==> config.mk <==
export PLATFORM = sky130hd
export DESIGN_NAME = hoplite_fox_nic
export DESIGN_NICKNAME = d
export VERILOG_FILES = /design/src/rtl/hoplite_fox_pkg.sv /design/src/rtl/hoplite_fox.sv /design/src/rtl/hoplite_nic_rx_fifo.sv /design/src/rtl/hoplite_fox_nic.sv
export SDC_FILE = /design/constraint.sdc
export NUM_CORES = 1
export LEC_CHECK = 0
export ABC_AREA = 1
export ABC_CLOCK_PERIOD_IN_PS = 5200
export BUFFER_PORTS_ARGS = -buffer_cell sky130_fd_sc_hd__buf_2
export CAP_MARGIN = 20
export CORE_MARGIN = 3
export CORE_UTILIZATION = 61
export DETAILED_ROUTE_END_ITERATION = 7
export PLACE_DENSITY = 0.85
export SYNTH_ARGS = -nofsm -noshare
export SYNTH_HDL_FRONTEND = slang
export SYNTH_SLANG_ARGS = --single-unit
export TNS_END_PERCENT = 30
==> constraint.sdc <==
create_clock -name clk -period 5.2 [get_ports clk]
set_input_delay 0.52 -clock clk [delete_from_list [all_inputs] [get_ports clk]]
set_output_delay 0.52 -clock clk [all_outputs]
set_load 0.02 [all_outputs]
==> src/rtl/hoplite_fox_pkg.sv <==
// Shared widths, flit layout and TX state encoding for the Hoplite Fox NIC.
// Flit layout MSB->LSB: x, y, multicast_group, done, result, matrix_type, matrix_x, matrix_y, element.
package hoplite_fox_pkg;

  localparam int COORD_BITS           = 1;
  localparam int MULTICAST_GROUP_BITS = 1;
  localparam int MATRIX_TYPE_BITS     = 1;
  localparam int MATRIX_COORD_BITS    = 8;
  localparam int MATRIX_ELEMENT_BITS  = 32;
  localparam int FLIT_BITS = 2*COORD_BITS + MULTICAST_GROUP_BITS + 2 + MATRIX_TYPE_BITS
                           + 2*MATRIX_COORD_BITS + MATRIX_ELEMENT_BITS;

  localparam int ELEM_LSB   = 0;
  localparam int MY_LSB     = ELEM_LSB + MATRIX_ELEMENT_BITS;
  localparam int MX_LSB     = MY_LSB + MATRIX_COORD_BITS;
  localparam int MT_LSB     = MX_LSB + MATRIX_COORD_BITS;
  localparam int RESULT_LSB = MT_LSB + MATRIX_TYPE_BITS;
  localparam int DONE_LSB   = RESULT_LSB + 1;
  localparam int MC_LSB     = DONE_LSB + 1;
  localparam int Y_LSB      = MC_LSB + MULTICAST_GROUP_BITS;
  localparam int X_LSB      = Y_LSB + COORD_BITS;

  typedef logic [FLIT_BITS-1:0] flit_t;

  typedef struct packed {
    logic [COORD_BITS-1:0]           x;
    logic [COORD_BITS-1:0]           y;
    logic [MULTICAST_GROUP_BITS-1:0] mc;
    logic                            done;
    logic                            result;
    logic [MATRIX_TYPE_BITS-1:0]     mtype;
    logic [MATRIX_COORD_BITS-1:0]    mx;
    logic [MATRIX_COORD_BITS-1:0]    my;
    logic [MATRIX_ELEMENT_BITS-1:0]  elem;
  } flit_fields_t;

  typedef enum logic {
    TX_IDLE    = 1'b0,
    TX_PENDING = 1'b1
  } tx_state_t;

  function automatic flit_t pack_flit(input flit_fields_t f);
    flit_t v;
    v = '0;
    v[X_LSB +: COORD_BITS]              = f.x;
    v[Y_LSB +: COORD_BITS]              = f.y;
    v[MC_LSB +: MULTICAST_GROUP_BITS]   = f.mc;
    v[DONE_LSB]                         = f.done;
    v[RESULT_LSB]                       = f.result;
    v[MT_LSB +: MATRIX_TYPE_BITS]       = f.mtype;
    v[MX_LSB +: MATRIX_COORD_BITS]      = f.mx;
    v[MY_LSB +: MATRIX_COORD_BITS]      = f.my;
    v[ELEM_LSB +: MATRIX_ELEMENT_BITS]  = f.elem;
    return v;
  endfunction

  function automatic flit_fields_t unpack_flit(input flit_t v);
    flit_fields_t f;
    f.x      = v[X_LSB +: COORD_BITS];
    f.y      = v[Y_LSB +: COORD_BITS];
    f.mc     = v[MC_LSB +: MULTICAST_GROUP_BITS];
    f.done   = v[DONE_LSB];
    f.result = v[RESULT_LSB];
    f.mtype  = v[MT_LSB +: MATRIX_TYPE_BITS];
    f.mx     = v[MX_LSB +: MATRIX_COORD_BITS];
    f.my     = v[MY_LSB +: MATRIX_COORD_BITS];
    f.elem   = v[ELEM_LSB +: MATRIX_ELEMENT_BITS];
    return f;
  endfunction

endpackage

==> src/rtl/hoplite_fox.sv <==
// Sticky error-flag helper shared by the Hoplite Fox NIC top level (hoplite_fox_nic.sv).
// The flag sets on a single-cycle strobe and clears only on synchronous reset.
module hoplite_fox_sticky (
  input  logic clk,
  input  logic reset_n,
  input  logic set,
  output logic flag
);

  always_ff @(posedge clk) begin
    if (!reset_n) flag <= 1'b0;
    else if (set) flag <= 1'b1;
  end

endmodule

==> src/rtl/hoplite_nic_rx_fifo.sv <==
// RX buffer: DEPTH-entry circular FIFO feeding a first-word-fall-through head register.
// A push into a full FIFO is accepted only when the head reloads from it on the same edge.
module hoplite_nic_rx_fifo #(
  parameter int W     = 8,
  parameter int DEPTH = 4
) (
  input  logic         clk,
  input  logic         reset_n,
  input  logic         push,
  input  logic [W-1:0] push_data,
  input  logic         pop,
  output logic [W-1:0] head_data,
  output logic         head_valid,
  output logic         available,
  output logic         push_accept,
  output logic         drop
);

  localparam int PW = $clog2(DEPTH);
  localparam int CW = PW + 1;

  logic [W-1:0]  mem [DEPTH];
  logic [PW-1:0] wr_ptr;
  logic [PW-1:0] rd_ptr;
  logic [CW-1:0] count;
  logic          fifo_empty;
  logic          fifo_full;
  logic          fifo_pop;

  assign fifo_empty  = (count == '0);
  assign fifo_full   = (count == CW'(DEPTH));
  assign fifo_pop    = !fifo_empty && (!head_valid || pop);
  assign push_accept = push && (!fifo_full || fifo_pop);
  assign drop        = push && !push_accept;
  assign available   = head_valid || !fifo_empty;

  always_ff @(posedge clk) begin
    if (push_accept) mem[wr_ptr] <= push_data;
  end

  always_ff @(posedge clk) begin
    if (!reset_n) begin
      wr_ptr     <= '0;
      rd_ptr     <= '0;
      count      <= '0;
      head_valid <= 1'b0;
      head_data  <= '0;
    end else begin
      if (push_accept) wr_ptr <= wr_ptr + PW'(1);
      // Pointers wrap naturally because DEPTH is a power of two.
      if (fifo_pop) begin
        rd_ptr     <= rd_ptr + PW'(1);
        head_data  <= mem[rd_ptr];
        head_valid <= 1'b1;
      end else if (pop) begin
        head_valid <= 1'b0;
      end
      count <= count + CW'(push_accept) - CW'(fifo_pop);
    end
  end

endmodule

==> src/rtl/hoplite_fox_nic.sv <==
// Hoplite Fox NIC: field-register TX assembly with valid/ready injection, FWFT RX buffering.
// Optional HOPLITE_NIC_STATS_EN adds 32-bit tx/rx/drop flit counters.
module hoplite_fox_nic
  import hoplite_fox_pkg::*;
#(
  parameter int RX_FIFO_DEPTH = 4
) (
  input  logic                            clk,
  input  logic                            reset_n,
  input  logic [COORD_BITS-1:0]           tx_x_coord,
  input  logic [COORD_BITS-1:0]           tx_y_coord,
  input  logic [MULTICAST_GROUP_BITS-1:0] tx_multicast_group,
  input  logic                            tx_done_flag,
  input  logic                            tx_result_flag,
  input  logic [MATRIX_TYPE_BITS-1:0]     tx_matrix_type,
  input  logic [MATRIX_COORD_BITS-1:0]    tx_matrix_x_coord,
  input  logic [MATRIX_COORD_BITS-1:0]    tx_matrix_y_coord,
  input  logic [MATRIX_ELEMENT_BITS-1:0]  tx_matrix_element,
  input  logic                            tx_x_coord_valid,
  input  logic                            tx_y_coord_valid,
  input  logic                            tx_multicast_group_valid,
  input  logic                            tx_done_flag_valid,
  input  logic                            tx_result_flag_valid,
  input  logic                            tx_matrix_type_valid,
  input  logic                            tx_matrix_x_coord_valid,
  input  logic                            tx_matrix_y_coord_valid,
  input  logic                            tx_matrix_element_valid,
  input  logic                            tx_packet_complete,
  output logic                            tx_ready,
  output logic [MULTICAST_GROUP_BITS-1:0] rx_multicast_group,
  output logic                            rx_done_flag,
  output logic                            rx_result_flag,
  output logic [MATRIX_TYPE_BITS-1:0]     rx_matrix_type,
  output logic [MATRIX_COORD_BITS-1:0]    rx_matrix_x_coord,
  output logic [MATRIX_COORD_BITS-1:0]    rx_matrix_y_coord,
  output logic [MATRIX_ELEMENT_BITS-1:0]  rx_matrix_element,
  output logic                            rx_valid,
  output logic                            rx_available,
  input  logic                            rx_read,
  output logic [FLIT_BITS-1:0]            router_in_flit,
  output logic                            router_in_valid,
  input  logic                            router_in_ready,
  input  logic [FLIT_BITS-1:0]            router_out_flit,
  input  logic                            router_out_valid,
  output logic                            tx_overflow,
  output logic                            rx_overflow,
  output tx_state_t                       tx_state
`ifdef HOPLITE_NIC_STATS_EN
  ,
  output logic [31:0]                     tx_flit_count,
  output logic [31:0]                     rx_flit_count,
  output logic [31:0]                     rx_drop_count
`endif
);

  // Handshake: a flit transfers on every rising edge where router_in_valid && router_in_ready;
  // router_in_valid and router_in_flit stay stable until then. Ejection has no backpressure.

  flit_fields_t stage_q;
  flit_fields_t stage_d;
  tx_state_t    state_d;
  logic         flit_load;
  logic         tx_overflow_set;

  always_comb begin
    stage_d = stage_q;
    if (tx_x_coord_valid)         stage_d.x      = tx_x_coord;
    if (tx_y_coord_valid)         stage_d.y      = tx_y_coord;
    if (tx_multicast_group_valid) stage_d.mc     = tx_multicast_group;
    if (tx_done_flag_valid)       stage_d.done   = tx_done_flag;
    if (tx_result_flag_valid)     stage_d.result = tx_result_flag;
    if (tx_matrix_type_valid)     stage_d.mtype  = tx_matrix_type;
    if (tx_matrix_x_coord_valid)  stage_d.mx     = tx_matrix_x_coord;
    if (tx_matrix_y_coord_valid)  stage_d.my     = tx_matrix_y_coord;
    if (tx_matrix_element_valid)  stage_d.elem   = tx_matrix_element;
  end

  always_ff @(posedge clk) begin
    if (!reset_n) tx_state <= TX_IDLE;
    else          tx_state <= state_d;
  end

  always_comb begin
    state_d         = tx_state;
    flit_load       = 1'b0;
    tx_overflow_set = 1'b0;
    case (tx_state)
      TX_IDLE: begin
        if (tx_packet_complete) begin
          flit_load = 1'b1;
          state_d   = TX_PENDING;
        end
      end
      TX_PENDING: begin
        tx_overflow_set = tx_packet_complete;
        if (router_in_ready) state_d = TX_IDLE;
      end
      default: state_d = TX_IDLE;
    endcase
  end

  assign router_in_valid = (tx_state == TX_PENDING);

  // tx_ready is registered so it stays low while reset is held.
  always_ff @(posedge clk) begin
    if (!reset_n) begin
      stage_q        <= '0;
      router_in_flit <= '0;
      tx_ready       <= 1'b0;
    end else begin
      stage_q  <= stage_d;
      tx_ready <= (state_d == TX_IDLE);
      if (flit_load) router_in_flit <= pack_flit(stage_d);
    end
  end

  hoplite_fox_sticky u_tx_ovf (
    .clk     (clk),
    .reset_n (reset_n),
    .set     (tx_overflow_set),
    .flag    (tx_overflow)
  );

  flit_t        head_flit;
  flit_fields_t head_fields;
  logic         fifo_push_accept;
  logic         fifo_drop;
  logic         unused_rx_coords;

  hoplite_nic_rx_fifo #(
    .W     (FLIT_BITS),
    .DEPTH (RX_FIFO_DEPTH)
  ) u_rx_fifo (
    .clk         (clk),
    .reset_n     (reset_n),
    .push        (router_out_valid),
    .push_data   (router_out_flit),
    .pop         (rx_read),
    .head_data   (head_flit),
    .head_valid  (rx_valid),
    .available   (rx_available),
    .push_accept (fifo_push_accept),
    .drop        (fifo_drop)
  );

  hoplite_fox_sticky u_rx_ovf (
    .clk     (clk),
    .reset_n (reset_n),
    .set     (fifo_drop),
    .flag    (rx_overflow)
  );

  assign head_fields        = unpack_flit(head_flit);
  assign rx_multicast_group = head_fields.mc;
  assign rx_done_flag       = head_fields.done;
  assign rx_result_flag     = head_fields.result;
  assign rx_matrix_type     = head_fields.mtype;
  assign rx_matrix_x_coord  = head_fields.mx;
  assign rx_matrix_y_coord  = head_fields.my;
  assign rx_matrix_element  = head_fields.elem;
  // Routing coordinates are consumed by the router, not the processor.
  assign unused_rx_coords   = ^{head_fields.x, head_fields.y};

`ifdef HOPLITE_NIC_STATS_EN
  always_ff @(posedge clk) begin
    if (!reset_n) begin
      tx_flit_count <= '0;
      rx_flit_count <= '0;
      rx_drop_count <= '0;
    end else begin
      if (router_in_valid && router_in_ready) tx_flit_count <= tx_flit_count + 32'd1;
      if (fifo_push_accept)                   rx_flit_count <= rx_flit_count + 32'd1;
      if (fifo_drop)                          rx_drop_count <= rx_drop_count + 32'd1;
    end
  end
`else
  logic unused_stats;
  assign unused_stats = fifo_push_accept;
`endif

endmodule
==> results.yml, run 1 <==
cts:
  numCtsBuffers: 37
  htreeDepth: 2
  cts_resized: 0
  cts_tree: "done"
  clkLatencyLatePin_ns: 0.51
  root_buffer: "clkbuf_16"
  hold_buffers: 0
  cts_setup_buffers: 0
  cts.clk_slew.worst_paths_ns: 0.06
  clkSinkCount: 380
  clockBufferDepth: 3
worst_setup_path:
  crit_family: "simple AND/OR/NAND/NOR gates"
  crit_path_frequent_cell: "nor2_4"
  worstPathCellList: "nor2_4 > nand3_1 > nand2_1 > nor2_4 > buf_4"
  cp.required_ns: 5.37
  crit_arrival_ns: 2.85
  slowest_stage: "nor2_4"
  path_buf_inv: 1
  regToRegStartpoint: "u_rx_fifo.count[1]"
  cp-start-kind: "flip-flop"
  critical-path-max-stage-delay_ns: 0.87
  worstPathMaxFanout: 29
  rr_endpoint: "u_rx_fifo.mem[2][7]"
  end_kind: "flip-flop"
  r2r_cells: 5
  rrSetupSlack_ns: 2.53
  path_class: "reg -> reg"
placement:
  portBuffers: 233
  gp_congestion: 0.803
  dp_hpwl_mm: 19.4
  dpl-instance-area_mm2: 0.0165
timing:
  hold_viol: 0
  finalSetupViolations: 0
  slew_headroom_pct: 30.7
  fin_crit_sh_pct: 51.4
  tightest_slew_ns: 1.04
  fin_skew_ns: 0.0178
  fmax_ghz: 0.374
  report.final.slew_viol_count: 0
  rsz0062_at_grt: "no"
  min_period_ns: 2.67
  final.setup.tns_ns: 0
  holdWs_ns: 0.210
synthesis:
  syn_area_mm2: 0.0152
  synth.distinct_cells: 22
  syn_inst: 1698
  syn_avg_cell_area_um2: 8.96
  synth-seq-area-share_pct: 63.7
  syn_nets: 1828
  synth_seq_cells: 380
  ys_warn_count: 0
drt:
  first_pass_iters: 5
  vias: 11300
  ant_nets: 0
  drt_iter0_markers: 994
  wl_per_cell_um: 14.6
  route.detailed.drc: 0
  routed_wl_mm: 32.9
  avgViaCountPerCell: 5.00
final_layout:
  fin_area_mm2: 0.0178
  post-route-util_pct: 72.8
  drive_above_1_share_pct: 16.4
  area_delta_synth_final_pct: 16.6
  finalNetCount: 2030
power_and_ir_drop:
  ir_drop_v: 0.000522
  p_per_area_mw_per_mm2: 490
  power_leakage_uw: 0.00863
grt:
  grt_max_degree: 109
  grt_pass1_vias: 10800
  grt_pass1_wl_mm: 51.2
  grt_usage_pct: 23.8
  antenna_found_initial: 6
  grt.overflow.total: 0
outcome:
  status: "finished clean"
floorplanning:
  rows: 57
  die-height_um: 164
  ioPinCount: 236
  fp.coreArea_mm2: 0.0244
  start_util_pct: 62.4
  dieArea_mm2: 0.0269
  die_x_um: 164
min_path:
  min_from: "router_out_flit[22]"
  holdCritPathClass: "in -> reg"
  whs_path_depth: 1
  whs_endpoint: "u_rx_fifo.mem[3][22]"
run:
  drv_cap: 0
==> power breakdown <==
| part | internal [µW] | total (µW) | switching (µW) |
|---|---|---|---|
| clock | 1440 | 2540 | 1090 |
| sequential | 3510 | 3650 | 141 |
| combinational | 787 | 2500 | 1710 |
| total | 5740 | 8690 | 2950 |
==> cells in the final DEF (no fill, tap or decap), types with 2 or more instances in the layout <==
cell type / count
nand2_1: 429
nor2_1: 168
inv_2: 3
clkinv_2: 8
bufinv_16: 2
buf_4: 10
nand3_1: 109
inv_1: 335
buf_2: 232
clkbuf_16: 37
nor2_4: 6
clkinv_8: 2
edfxtp_1: 208
buf_12: 2
clkinvlp_4: 2
clkinv_4: 2
o21ai_0: 112
dfxtp_1: 170
ha_1: 6
clkbuf_1: 9
buf_16: 3
diode_2: 6
a21oi_1: 60
clkinv_1: 4
==> metal layers <==
metal  track usage [%]  part of all wire (%)  vias up
met4              10.0                   3.4        6
li1                  -                     -     5632
met1              29.0                    39     5214
met5                 0                 0.079        -
met3              4.39                   6.8       89
met2              41.5                    51      361
==> flip-flops by register name (all words and copies together), names as in the netlist <==
| name | count |
|---|---|
| u_rx_fifo.head_valid | 1 |
| u_tx_ovf.flag | 1 |
| u_rx_fifo.rd_ptr | 2 |
| tx_ready | 1 |
| u_rx_fifo.wr_ptr | 2 |
| router_in_flit | 54 |
| u_rx_fifo.mem | 208 |
| router_in_valid | 1 |
| u_rx_ovf.flag | 1 |
| u_rx_fifo.head_data | 52 |
| stage_q | 54 |
| u_rx_fifo.count | 3 |
==> worst max-delay path by stage <==
stage	depth (start not counted)	start	slack, ns	to
finish	5	u_rx_fifo.count[1]	2.53	u_rx_fifo.mem[2][7]
detailed placement	6	rx_read	2.30	u_rx_fifo.mem[2][3]
CTS	5	u_rx_fifo.count[1]	2.49	u_rx_fifo.mem[2][45]
floorplan	4	rx_read	1.72	u_rx_fifo.mem[0][0]
global placement	6	rx_read	2.32	u_rx_fifo.mem[3][51]
global route	5	u_rx_fifo.count[1]	2.35	u_rx_fifo.mem[2][45]
==> cell type report <==
| class | instances | area [µm²] |
|---|---|---|
| Fill cell | 1733 | 6640 |
| Inverter | 339 | 1270 |
| Antenna cell | 6 | 15.0 |
| Multi-Input combinational cell | 895 | 3840 |
| Tap cell | 324 | 405 |
| Timing Repair Buffer | 247 | 1360 |
| Clock inverter | 21 | 189 |
| Clock buffer | 47 | 973 |
| Sequential cell | 380 | 9690 |
==> synthesized netlist by cell type <==
cell      number  share of area [%]
nand2_1      429                 11
inv_1        335                8.3
edfxtp_1     208                 41
dfxtp_1      172                 23
nor2_1       172                4.2
o21ai_0      112                3.7
nand3_1      109                3.6
a21oi_1       60                2.0
buf_2         34                1.1
clkbuf_1      33               0.81
buf_4         11               0.54
buf_6          6               0.44
ha_1           6               0.49
inv_2          2              0.049
nor2_4         2               0.15
clkinv_1       1              0.025
fa_1           1               0.13
inv_4          1              0.041
nand2_2        1              0.041
nand2_4        1              0.074
nand4_1        1              0.041
nor2_2         1              0.041
==> logic make-up (layout without fill, tap and decap cells) <==
group	Yosys count	in the layout	synth area share [%]
buffers and inverters	423	654	11.3
other	0	6	0
AOI/OAI and AO/OA	172	172	5.66
adders and majority gates	7	7	0.625
and+or+nand+nor	716	716	18.8
DFF	380	380	63.7
==> metrics by stage <==
stage,std cells,setup slack (ns),total power [µW]
CTS,2249,2.49,8670
detailed placement,2181,2.30,6130
global placement,2180,2.32,6020
floorplan,1698,1.72,5540
global route,2256,2.35,9200
finish,2259,2.53,8690
==> worst register-to-register path: cells and delay by family (launching register included) <==
kind	cells	cell delay, ns
buf+inv	1	0.53
flops	1	0.40
simple gates	4	1.40
Note: power is estimated with default switching activity, not from simulation.
==> run 2, diff against run 1 <==
--- a/config.mk
+++ b/config.mk
@@ -6,13 +6,13 @@
 export NUM_CORES = 1
 export LEC_CHECK = 0
 export ABC_AREA = 1
-export ABC_CLOCK_PERIOD_IN_PS = 5200
+export ABC_CLOCK_PERIOD_IN_PS = 2500
 export BUFFER_PORTS_ARGS = -buffer_cell sky130_fd_sc_hd__buf_2
 export CAP_MARGIN = 20
 export CORE_MARGIN = 3
-export CORE_UTILIZATION = 61
+export CORE_UTILIZATION = 57
 export DETAILED_ROUTE_END_ITERATION = 7
-export PLACE_DENSITY = 0.85
+export PLACE_DENSITY = 0.8
 export SYNTH_ARGS = -nofsm -noshare
 export SYNTH_HDL_FRONTEND = slang
 export SYNTH_SLANG_ARGS = --single-unit
==> constraint.sdc (replaced) <==
create_clock -name clk -period 2.5 [get_ports clk]
set_input_delay 0.25 -clock clk [delete_from_list [all_inputs] [get_ports clk]]
set_output_delay 0.25 -clock clk [all_outputs]
set_load 0.02 [all_outputs]
==> results.yml, run 2 (synthesis gave the netlist of run 1 again) <==
outcome:
  status: "finished clean"
grt:
  grt.overflow.total: 0
  grt_max_degree: 109
  grt_usage_pct: 22.8
  grt_pass1_wl_mm: 52.7
  grt_pass1_vias: 11100
  antenna_found_initial: 2
drt:
  ant_nets: 0
  vias: 11500
  first_pass_iters: 5
  drt_iter0_markers: 812
  wl_per_cell_um: 14.3
  avgViaCountPerCell: 4.92
  route.detailed.drc: 0
  routed_wl_mm: 33.2
placement:
  dpl-instance-area_mm2: 0.0166
  dp_hpwl_mm: 19.4
  gp_congestion: 0.782
  portBuffers: 233
worst_setup_path:
  slowest_stage: "fa_1"
  regToRegStartpoint: "u_rx_fifo.head_valid"
  path_class: "reg -> reg"
  worstPathCellList: "inv_1 > nor2_2 > nand3_1 > nand2_1 > ha_1 > inv_1 > ha_1 > fa_1 > inv_1 > nand2_1 > a21oi_1"
  critical-path-max-stage-delay_ns: 0.41
  end_kind: "flip-flop"
  crit_path_frequent_cell: "inv_1"
  worstPathMaxFanout: 5
  cp.required_ns: 2.95
  crit_path_start: "u_rx_fifo.head_valid"
  cp-start-kind: "flip-flop"
  crit_arrival_ns: 2.42
timing:
  tightest_slew_ns: 0.752
  slew_headroom_pct: 49.9
  report.final.slew_viol_count: 0
  fin_skew_ns: 0.0179
  hold_viol: 0
  rsz0062_at_grt: "no"
  fin_crit_sh_pct: 78.8
  fmax_ghz: 0.508
  finalSetupViolations: 0
  min_period_ns: 1.97
  holdWs_ns: 0.0223
power_and_ir_drop:
  ir_drop_v: 0.000685
  p_per_area_mw_per_mm2: 991
  power_leakage_uw: 0.00894
  p_total_uw: 18300
final_layout:
  regMostFlops: "u_rx_fifo.mem"
  fin_area_mm2: 0.0184
  final_common_cell: "nand2_1"
  area_delta_synth_final_pct: 21.1
  nFillCells: 1876
  drive_above_1_share_pct: 16.7
  finalNetCount: 2092
  post-route-util_pct: 70.5
  reg_top3: "u_rx_fifo.mem: 208 flops, router_in_flit: 54 flops, stage_q: 54 flops"
  final_cell_mix: "nand2_1, inv_1, buf_2"
  largest_reg_flops: 208
floorplanning:
  start_util_pct: 58.2
  fp.coreArea_mm2: 0.0261
  die-height_um: 169
  die_x_um: 169
  ioPinCount: 236
  dieArea_mm2: 0.0287
  rows: 59
min_path:
  min_from: "tx_done_flag_valid"
  holdCritPathClass: "in -> reg"
cts:
  root_buffer: "clkbuf_16"
  numCtsBuffers: 38
  htreeDepth: 2
  cts.clk_slew.worst_paths_ns: 0.06
  cts_resized: 0
  cts_tree: "done"
  clkSinkCount: 380
  clkLatencyLatePin_ns: 0.52
  clockBufferDepth: 3
run:
  drv_cap: 0
[run 2: cell count changes in the layout (fill, tap and decap cells not counted), moves of 3 or more]
| cell | previous run | this run |
|---|---|---|
| dlygate4sd3_1 | 0 | 53 |
| clkbuf_1 | 9 | 2 |
| clkbuf_8 | 1 | 7 |
| buf_12 | 2 | 7 |
| buf_4 | 10 | 15 |
| diode_2 | 6 | 2 |
| inv_4 | 1 | 4 |
[run 2: layout make-up]
class / instances / area [µm²] / share of cell area [%]
repair buffers: 308 / 1970 / 10.7
inverters: 339 / 1270 / 6.92
diodes: 2 / 5.00 / 0.0272
clock inverters: 21 / 138 / 0.747
flip-flops and latches: 380 / 9690 / 52.6
clock buffers: 49 / 1080 / 5.89
multi-input cells: 895 / 3840 / 20.8
well taps: 335 / 419 / 2.27
[run 2: path summary, 6_finish.rpt]
| kind | endpoint | slack [ns] | cells past startpoint |
|---|---|---|---|
| max | u_rx_fifo.count[2] | 0.53 | 11 |
| min | stage_q[50] | 0.02 | 3 |
| max reg2reg | u_rx_fifo.count[2] | 0.53 | 11 |
| min reg2reg | u_rx_ovf.flag | 0.45 | 2 |
[run 2: report_power, final]
group          leakage (µW)  total, µW  switching [µW]  internal, µW
clock              0.000617       5430            2330          3100
combinational       0.00498       5240            3560          1680
sequential          0.00334       7600             295          7300
total               0.00894      18300            6180         12100
[run 2: through the flow]
step                std cells  TNS (ns)  worst slack [ns]
finish                   2329         0             0.531
global route             2329         0             0.309
CTS                      2326         0             0.495
detailed placement       2203         0             0.518
global placement         2203         0             0.598
floorplan                1698    -21.70            -0.104
[run 2: metal layers]
metal	vias to the layer above	GRT usage (%)	part of all wire, %
li1	5761	-	-
met1	5293	27.6	40
met2	338	41.0	52
met3	69	3.70	5.6
met4	0	8.68	2.7
met5	-	0	0
[run 2: worst max-delay path, delay by kind of cell, from the launching register on]
family | cells | cell delay (ns)
AOI/OAI and AO/OA | 1 | 0.12
buffers and inverters | 3 | 0.18
adders and majority gates | 3 | 0.74
and+or+nand+nor | 4 | 0.55
DFF | 1 | 0.33
[run 2: repair_timing]
action / in CTS / in global routing
hold buffers: 53 / 0
endpoints found under the hold margin: 209 / 0
setup buffers: 0 / 0
